### src/rtl/reorder_buffer_pkg.sv
// Shared types for the reorder buffer: commit bundle, ROB entry layout and alloc encodings.
package reorder_buffer_pkg;

  localparam int REG_ADDR_W = 5;
  localparam int REG_WIDTH  = 32;

  typedef logic [REG_ADDR_W-1:0] reg_addr_t;
  typedef logic [REG_WIDTH-1:0]  reg_data_t;
  typedef logic                  bool_t;

  typedef struct packed {
    logic      write_reg_need;
    reg_addr_t write_reg_addr;
    reg_data_t result;
  } cmt_require_t;

  typedef struct packed {
    logic      valid;
    logic      done;
    logic      reg_need;
    reg_addr_t reg_addr;
    reg_data_t result;
  } rob_entry_t;

  typedef enum logic [1:0] {
    ALLOC_NONE = 2'b00,
    ALLOC_ONE  = 2'b01,
    ALLOC_BAD  = 2'b10,
    ALLOC_TWO  = 2'b11
  } alloc_req_e;

  function automatic logic [1:0] pop2(input logic [1:0] v);
    return {1'b0, v[0]} + {1'b0, v[1]};
  endfunction

endpackage

### src/rtl/reorder_buffer_rob_storage.sv
// ROB entry array: two alloc write ports, two writeback ports, two head read ports with retire clear.
module rob_storage
  import reorder_buffer_pkg::*;
#(
  parameter  int DEPTH = 16,
  localparam int ID_W  = $clog2(DEPTH)
) (
  input  logic                        clk,
  input  logic                        rst,
  input  logic                        flush,
  input  logic [1:0]                  alloc_we,
  input  logic [1:0][ID_W-1:0]        alloc_idx,
  input  logic [1:0]                  alloc_need,
  input  logic [1:0][REG_ADDR_W-1:0]  alloc_addr,
  input  logic [1:0]                  wb_valid,
  input  logic [1:0][ID_W-1:0]        wb_id,
  input  logic [1:0][REG_WIDTH-1:0]   wb_result,
  input  logic [1:0]                  ret_clr,
  input  logic [1:0][ID_W-1:0]        rd_idx,
  output rob_entry_t [1:0]            rd_entry
);

  rob_entry_t mem [DEPTH];

  assign rd_entry[0] = mem[rd_idx[0]];
  assign rd_entry[1] = mem[rd_idx[1]];

  // Write order gives port1 priority over port0, and retire clears after writeback.
  always_ff @(posedge clk) begin
    if (rst || flush) begin
      mem <= '{default: '0};
    end else begin
      if (wb_valid[0] && mem[wb_id[0]].valid) begin
        mem[wb_id[0]].done   <= 1'b1;
        mem[wb_id[0]].result <= wb_result[0];
      end
      if (wb_valid[1] && mem[wb_id[1]].valid) begin
        mem[wb_id[1]].done   <= 1'b1;
        mem[wb_id[1]].result <= wb_result[1];
      end
      if (ret_clr[0]) begin
        mem[rd_idx[0]].valid <= 1'b0;
        mem[rd_idx[0]].done  <= 1'b0;
      end
      if (ret_clr[1]) begin
        mem[rd_idx[1]].valid <= 1'b0;
        mem[rd_idx[1]].done  <= 1'b0;
      end
      if (alloc_we[0])
        mem[alloc_idx[0]] <= '{valid: 1'b1, done: 1'b0, reg_need: alloc_need[0],
                               reg_addr: alloc_addr[0], result: '0};
      if (alloc_we[1])
        mem[alloc_idx[1]] <= '{valid: 1'b1, done: 1'b0, reg_need: alloc_need[1],
                               reg_addr: alloc_addr[1], result: '0};
    end
  end

  always_ff @(posedge clk) begin
    if (!rst && !flush) begin
      assert (!(wb_valid[0] && !mem[wb_id[0]].valid));
      assert (!(wb_valid[1] && !mem[wb_id[1]].valid));
    end
  end

endmodule

### src/rtl/reorder_buffer.sv
// Dual-issue reorder buffer: in-order alloc, out-of-order writeback, in-order dual retire.
// Optional ROB_WB_BYPASS_EN lets a same-cycle writeback to head/head+1 retire immediately.
module reorder_buffer
  import reorder_buffer_pkg::*;
#(
  parameter  int DEPTH = 16,
  localparam int ID_W  = $clog2(DEPTH)
) (
  input  logic                        clk,
  input  logic                        rst,
  input  logic                        flush,
  input  logic [1:0]                  alloc_req,
  input  logic [1:0]                  alloc_reg_need,
  input  logic [1:0][REG_ADDR_W-1:0]  alloc_reg_addr,
  output logic                        alloc_ready,
  output logic [1:0][ID_W-1:0]        alloc_id,
  input  logic [1:0]                  wb_valid,
  input  logic [1:0][ID_W-1:0]        wb_id,
  input  logic [1:0][REG_WIDTH-1:0]   wb_result,
  output cmt_require_t [1:0]          cmt_require,
  output logic [ID_W:0]               count,
  output logic                        empty
);

  typedef logic [ID_W-1:0] ptr_t;
  typedef logic [ID_W:0]   cnt_t;

  ptr_t                        head;
  ptr_t                        tail;
  logic [1:0][ID_W-1:0]        head_idx;
  rob_entry_t [1:0]            hd;
  logic [1:0]                  hd_done;
  logic [1:0][REG_WIDTH-1:0]   hd_result;
  logic [1:0]                  alloc_we;
  logic [1:0]                  ret;
  cmt_require_t [1:0]          cmt_nxt;

  assign alloc_ready = (count <= cnt_t'(DEPTH - 2));
  assign empty       = (count == '0);
  assign alloc_id[0] = tail;
  assign alloc_id[1] = tail + ptr_t'(1);
  assign head_idx[0] = head;
  assign head_idx[1] = head + ptr_t'(1);

  always_comb begin
    alloc_we = '0;
    if (alloc_ready && !flush) begin
      case (alloc_req_e'(alloc_req))
        ALLOC_ONE: alloc_we = 2'b01;
        ALLOC_TWO: alloc_we = 2'b11;
        default:   alloc_we = '0;
      endcase
    end
  end

  rob_storage #(.DEPTH(DEPTH)) u_storage (
    .clk        (clk),
    .rst        (rst),
    .flush      (flush),
    .alloc_we   (alloc_we),
    .alloc_idx  (alloc_id),
    .alloc_need (alloc_reg_need),
    .alloc_addr (alloc_reg_addr),
    .wb_valid   (wb_valid),
    .wb_id      (wb_id),
    .wb_result  (wb_result),
    .ret_clr    (ret),
    .rd_idx     (head_idx),
    .rd_entry   (hd)
  );

  always_comb begin
    hd_done      = {hd[1].done, hd[0].done};
    hd_result[0] = hd[0].result;
    hd_result[1] = hd[1].result;
`ifdef ROB_WB_BYPASS_EN
    // Port1 checked last so it wins, matching the storage write order.
    if (wb_valid[0] && wb_id[0] == head_idx[0]) begin
      hd_done[0]   = 1'b1;
      hd_result[0] = wb_result[0];
    end
    if (wb_valid[1] && wb_id[1] == head_idx[0]) begin
      hd_done[0]   = 1'b1;
      hd_result[0] = wb_result[1];
    end
    if (wb_valid[0] && wb_id[0] == head_idx[1]) begin
      hd_done[1]   = 1'b1;
      hd_result[1] = wb_result[0];
    end
    if (wb_valid[1] && wb_id[1] == head_idx[1]) begin
      hd_done[1]   = 1'b1;
      hd_result[1] = wb_result[1];
    end
`endif
  end

  always_comb begin
    ret     = '0;
    cmt_nxt = '0;
    if (!flush) begin
      ret[0] = hd[0].valid && hd_done[0];
      ret[1] = ret[0] && hd[1].valid && hd_done[1];
    end
    if (ret[0]) cmt_nxt[0] = '{write_reg_need: hd[0].reg_need,
                               write_reg_addr: hd[0].reg_addr, result: hd_result[0]};
    if (ret[1]) cmt_nxt[1] = '{write_reg_need: hd[1].reg_need,
                               write_reg_addr: hd[1].reg_addr, result: hd_result[1]};
  end

  always_ff @(posedge clk) begin
    if (rst || flush) begin
      head        <= '0;
      tail        <= '0;
      count       <= '0;
      cmt_require <= '0;
    end else begin
      head        <= head + ptr_t'(pop2(ret));
      tail        <= tail + ptr_t'(pop2(alloc_we));
      count       <= count + cnt_t'(pop2(alloc_we)) - cnt_t'(pop2(ret));
      cmt_require <= cmt_nxt;
    end
  end

  always_ff @(posedge clk) begin
    if (!rst && !flush) assert (alloc_req != ALLOC_BAD);
  end

endmodule

### config.mk
export PLATFORM = sky130hd
export DESIGN_NAME = reorder_buffer
export DESIGN_NICKNAME = d
export VERILOG_FILES = /design/src/rtl/reorder_buffer_pkg.sv /design/src/rtl/reorder_buffer_rob_storage.sv /design/src/rtl/reorder_buffer.sv
export SDC_FILE = /design/constraint.sdc
export NUM_CORES = 2
export LEC_CHECK = 0
export CORE_MARGIN = 2
export CORE_UTILIZATION = 35
export DETAILED_ROUTE_END_ITERATION = 12
export PLACE_DENSITY = 0.53
export SKIP_LAST_GASP = 1
export SYNTH_ARGS = -nofsm -noshare
export SYNTH_HDL_FRONTEND = slang
export SYNTH_SLANG_ARGS = --single-unit
### constraint.sdc
create_clock -name clk -period 3.9 [get_ports clk]
set_input_delay 1.17 -clock clk [delete_from_list [all_inputs] [get_ports clk]]
set_output_delay 1.17 -clock clk [all_outputs]
set_load 0.1 [all_outputs]
# Word-level counts from Yosys, hierarchy flattened
# Cells that the tools add are included.
dict set report word_totals {
  word_cells 193
  output_inout_bits 91
  regBits 729
}
dict set report op_classes {
  addsub 8
  order_cmp 13
  n_bitwise 8
  mux 56
  n_reduce_logical 17
  eq_ne 2
}
# op count
set op_table {}
lappend op_table {{two-way mux 640 bit} 11}
lappend op_table {{bitwise mux 640 bit} 10}
lappend op_table {{demux 40 bit (select 4 bit)} 10}
lappend op_table {{binary-select mux 40 bit (select 4 bit)} 4}
lappend op_table {{two-way mux 40 bit} 12}
lappend op_table {{two-way mux 39 bit} 4}
lappend op_table {{two-way mux 32 bit} 2}
lappend op_table {{>= comparator 5 bit, second input constant} 6}
lappend op_table {{less-than comparator 5 x 1 -> 1 bit, second input constant} 6}
lappend op_table {{NOT 4 -> 5 bit} 6}
lappend op_table {{logical AND 1 bit} 12}
lappend op_table {{adder 4 x 1 -> 4 bit, second input constant} 2}
lappend op_table {{adder 4 x 2 -> 4 bit} 2}
lappend op_table {{adder 5 x 2 -> 5 bit} 1}
lappend op_table {{<= comparator 5 x 4 -> 1 bit, second input constant} 1}
lappend op_table {{logical NOT 5 bit} 1}
lappend op_table {{subtractor 5 x 2 -> 5 bit} 1}
lappend op_table {{adder 1 x 1 -> 2 bit} 2}
lappend op_table {{two-way mux 2 bit} 2}
lappend op_table {{case mux 2 bit (2 select lines)} 1}
lappend op_table {{OR reduction 2 bit} 2}
lappend op_table {{== test 2 x 1 -> 1 bit, second input constant} 1}
lappend op_table {{== test 2 bit, second input constant} 1}
lappend op_table {{NOT 1 bit} 2}
lappend op_table {{2 further kinds} 2}

# Depth between registers and ports, before layout
dict set report depth {
  depth_word 26
  ltp_mapped 24
  mapped_depth_nobuf 20
}

# Modules after synthesis
# Synthesis repeated with hierarchy kept, for this count alone.
dict set report hier_totals {
  cells_unflattened 4977
  area_unflattened_um2 44849.3
}
# mod area_each_um2 n_inst cells_per_inst
set modules_own_cells {}
lappend modules_own_cells {rob_storage 41821.4 1 4715}
lappend modules_own_cells {reorder_buffer 3027.9 1 262}

# Least setup slack after synthesis
# No wires, ideal clock.
dict set report synth_path {
  path_kind {flip-flop to output port}
  start {register count[2]}
  end {output empty}
  path_buffers 0
  setup_slack_ns -1.357
  stages_incl_launch_ff 4
  arrival_ns 4.087
  required_time_ns 2.730
  path_cell_list {dfxtp_1 inv_1 ha_1 nor4b_1}
}
dict set report synth_between {
  elab_chain_len 1
}
# element line
set synth_lines {}
lappend synth_lines {{start, declared} reorder_buffer.sv:21} ;# output logic [ID_W:0] count,
lappend synth_lines {{start signal, assigned} reorder_buffer.sv:119} ;# count <= count + cnt_t'(pop2(alloc_we)) - cnt_t'(pop2(ret));
lappend synth_lines {{logical NOT 5 bit} reorder_buffer.sv:39} ;# assign empty = (count == '0);
lappend synth_lines {{end, declared} reorder_buffer.sv:22} ;# output logic empty
# No other way between the ends.

# Worst setup path after layout
dict set report layout_path {
  start {register head[0]}
  end {register cmt_require[0] (netlist bit)}
}
dict set report layout_between {
  elab_chain_len 8
}
# element line
set layout_lines {}
lappend layout_lines {{start, declared} reorder_buffer.sv:28} ;# ptr_t head;
lappend layout_lines {{start signal, assigned} reorder_buffer.sv:117} ;# head <= head + ptr_t'(pop2(ret));
lappend layout_lines {{NOT 4 -> 5 bit (not written as such) (*)} reorder_buffer_rob_storage.sv:25} ;# assign rd_entry[0] = mem[rd_idx[0]];
lappend layout_lines {{binary-select mux 40 bit (select 4 bit) (*)} reorder_buffer_rob_storage.sv:25}
lappend layout_lines {{two-way mux 40 bit (not written as such) (*) (2 in series)} reorder_buffer_rob_storage.sv:25}
lappend layout_lines {{logical AND 1 bit} reorder_buffer.sv:101} ;# ret[0] = hd[0].valid && hd_done[0];
lappend layout_lines {{two-way mux 2 bit} reorder_buffer.sv:100} ;# if (!flush) begin
lappend layout_lines {{NOT 1 bit (no source line)} -}
lappend layout_lines {{OR reduction 2 bit (no source line)} -}
lappend layout_lines {{end signal, assigned} reorder_buffer.sv:120} ;# cmt_require <= cmt_nxt;
lappend layout_lines {{end, declared} reorder_buffer.sv:20} ;# output cmt_require_t [1:0] cmt_require,
# Every way passes the cells marked *; elsewhere a longest branch is shown, timed or not. The select of a mux whose other input is x is not followed.
# A chain may end at the register's enable or synchronous reset.

==> results.sh <==
export IMPL_p_seq_share_pct=45.1
export IMPL_die_area_mm2=0.121
export IMPL_grt_usage_pct=26.1
export IMPL_timing_fmax_mhz=273
export IMPL_async_reset_ff_share_pct=0
export IMPL_grt_overflow_total=0
export IMPL_cts_hold_buf=0
export IMPL_syn_area_mm2=0.0414
export IMPL_grt_pass1_wl_um=234000
export IMPL_p_sw_share_pct=25.2
export IMPL_drcViolationCount=0
export IMPL_whs_endpoint="u_storage.mem[558]"
export IMPL_avgSynthCellArea_um2=10.6
export IMPL_areaGrowthSynthToFinish_pct=17.8
export IMPL_critical_path_top_delay_family="buffers and inverters"
export IMPL_synth_top_area_share_pct=35.2
export IMPL_rsz0062_at_grt="no"
export IMPL_setup_violations=0
export IMPL_gp_congestion=0.897
export IMPL_grt_pass1_vias=32721
export IMPL_synth_edff_count=0
export IMPL_switchingPower_w=0.00416
export IMPL_finalCritPeriodShare_pct=94.1
export IMPL_yosysTopAreaCell="dfxtp_1"
export IMPL_clock_sinks=729
export IMPL_ant_nets=0
export IMPL_internal_power_w=0.0124
export IMPL_leakagePower_nw=17.4
export IMPL_yosysSeqAreaShare_pct=35.2
export IMPL_grt_max_degree=85
export IMPL_syn_num_nets=4045
export IMPL_worstReg2RegStart="head[0]"
export IMPL_synthCells=3922
export IMPL_crit_cells=6
export IMPL_ys_types=69
export IMPL_slowest_stage="buf_4"
export IMPL_r2r_slack_ns=0.23
export IMPL_hp_start="u_storage.mem[558]"
export IMPL_drive_gt1_share_pct=22.6
export IMPL_hp_class="flop to flop"
export IMPL_slew_headroom_pct=26.1
export IMPL_htree_levels=3
export IMPL_rr_worst_depth=6
export IMPL_holdWs_ns=0.525
export IMPL_crit_path_start_kind="flop"
export IMPL_io_pins=182
export IMPL_cp_arrival_ns=4.18
export IMPL_tightest_slew_ns=1.11
export IMPL_worstPathCellList="buf_4 > buf_4 > buf_4 > mux4_2 > mux4_2 > and3_1"
export IMPL_cp_end_kind="flop"
export IMPL_dpl_cell_area_mm2=0.0458
export IMPL_synth_ff_type="dfxtp_1"
export IMPL_min_path_cells=2
export IMPL_cts_buffers=87
export IMPL_n_fill_cell=10995
export IMPL_num_rows=126
export IMPL_fin_crit_ns=3.67
export IMPL_skew_ns=0.0320
export IMPL_synth_area_leaders="dfxtp_1 35%, mux4_2 21%, mux2i_1 15%"
export IMPL_finalHoldViolCount=0
export IMPL_antenna_found_initial=18
export IMPL_worst_path_buf_inv=3
export IMPL_vias=34172
export IMPL_critical_path_class="flop to flop"
export IMPL_drt_wl_total_um=162000
export IMPL_cts_root_buf="clkbuf_16"
export IMPL_r2r_end="cmt_require[0]"
export IMPL_cpMostUsedCell="buf_4"
export IMPL_required_ns=4.42
export IMPL_drt_iter0_markers=3813
export IMPL_powerDensity_mw_per_mm2=339
export IMPL_slew_violations=0
export IMPL_core_mm2=0.118
export IMPL_hpwl_um=100000
export IMPL_outcome="finished clean"
export IMPL_cp_slowest_stage_delay_ns=0.94
export IMPL_fin_area_mm2=0.0488
export IMPL_crit_fanout=67
export IMPL_clk_pin_slew_worst_paths_ns=0.06
export IMPL_drt_vias_per_instance=6.17
export IMPL_combPwrFrac_pct=5.2
export IMPL_wl_per_cell_um=29.2
export IMPL_die_w_um=348
export IMPL_nets=4045
export IMPL_cts_tree="yes"
export IMPL_clock_path_buffers=3
export IMPL_portBuffers=181
export IMPL_firstDrtPassIters=5
export IMPL_die_y_um=348
export IMPL_start_util_pct=35.2
export IMPL_synth_seq_cells=729
export IMPL_drv_cap=0
export IMPL_pwr_share_clk_pct=49.7
export IMPL_yosysWarningCount=0
export IMPL_clkLatencyLatePin_ns=0.69
export IMPL_ir_drop_uv=303
==> state kept, by name, indices dropped and copies added, names as in the netlist <==
| register | cells |
|---|---|
| cmt_require | 76 |
| head | 4 |
| u_storage.mem | 640 |
| count | 5 |
| tail | 4 |
==> worst min-delay path: stages, from the launching register on <==
cell and delay [ns]:
dfxtp_1 0.33, a211oi_1 0.04, nor3_1 0.11
==> logic make-up after synthesis <==
| group | count (synthesis) | share of synthesized area, % |
|---|---|---|
| flip-flops | 729 | 35.2 |
| XOR/XNOR | 9 | 0.190 |
| AO/OA/AOI/OAI | 709 | 12.8 |
| buffers and inverters | 520 | 5.11 |
| AND/OR/NAND/NOR | 924 | 9.64 |
| multiplexers | 999 | 36.0 |
| adder cells (fa/ha/maj) | 32 | 1.04 |
==> layout make-up <==
type	instances	area [um^2]	area share (%)
diodes	8	20.0	0.0410
inverters	36	144	0.295
clock buffers	129	2530	5.20
flip-flops and latches	729	14600	29.9
well taps	1536	1920	3.94
multi-input cells	2673	25100	51.5
clock inverters	29	284	0.582
repair buffers	395	4130	8.46
==> Yosys cell counts (all sizes together), types with 28 or more instances <==
| cell type | instances |
|---|---|
| dfxtp | 729 |
| nor2 | 649 |
| a211oi | 620 |
| mux2i | 608 |
| mux4 | 391 |
| clkbuf | 283 |
| buf | 201 |
| nand2 | 64 |
| and3 | 50 |
| nor2b | 48 |
| nand3 | 43 |
| inv | 36 |
| ha | 28 |
==> metrics by stage <==
| step | power, W | setup WS [ns] | cells | util (%) | setup TNS [ns] |
|---|---|---|---|---|---|
| floorplan | 0.00804 | 0.00351 | 3922 | - | 0 |
| global placement | 0.00848 | -0.325 | 5361 | 38.9 | -0.526 |
| detailed placement | 0.00847 | -0.331 | 5361 | 38.9 | -0.656 |
| CTS | 0.0167 | 0.115 | 5519 | 41.3 | 0 |
| global route | 0.0170 | 0.0242 | 5535 | 41.4 | 0 |
| finish | 0.0165 | 0.231 | 5535 | 41.4 | 0 |
==> cells in the final DEF, fill, tap and decap left out, drive strengths merged, types with 7 or more instances in the layout <==
cell type / synthesis / layout
dfxtp: 729 / 729
nor2: 649 / 649
a211oi: 620 / 620
mux2i: 608 / 608
mux4: 391 / 391
buf: 201 / 288
clkbuf: 283 / 129
clkdlybuf4s50: 0 / 107
nand2: 64 / 64
and3: 50 / 50
nor2b: 48 / 48
nand3: 43 / 43
inv: 36 / 40
ha: 28 / 28
clkinv: 0 / 18
a31oi: 15 / 15
a21oi: 14 / 14
o21ai: 14 / 14
nand3b: 11 / 11
and2: 11 / 11
nor3: 11 / 11
diode: 0 / 8
nand2b: 7 / 7
==> per-layer routing <==
metal  GRT usage, %  wire length (um)  vias to the layer above
li1               -                 -                    14883
met1           36.3             68900                    17296
met2           40.3             73400                     1670
met3           5.03             14000                      317
met4           9.34              5310                        6
met5              0                40                        -
==> power groups by stage <==
stage,sequential [W],combinational (W),clock (W)
after floorplan,0.00766,0.000385,0
after global placement,0.00763,0.000845,0
after detailed placement,0.00763,0.000841,0
after CTS,0.00747,0.000843,0.00836
after global routing,0.00746,0.000883,0.00866
final,0.00747,0.000856,0.00822
==> repair_timing <==
action                                  4_1_cts  5_1_grt
endpoints found under the setup margin        0        1
resized for setup                             0       17
setup buffers                                 0        8
==> how the worst max path moves through the flow <==
stage / start / end / slack, ns
final: head[0] / cmt_require[0] / 0.23
after global routing: head[1] / count[4] / 0.02
after CTS: head[1] / count[4] / 0.12
after detailed placement: flush / count[4] / -0.33
after global placement: flush / count[4] / -0.33
after floorplan: count[2] / count[4] / 0.004
Power figures use the tool's default switching activity.
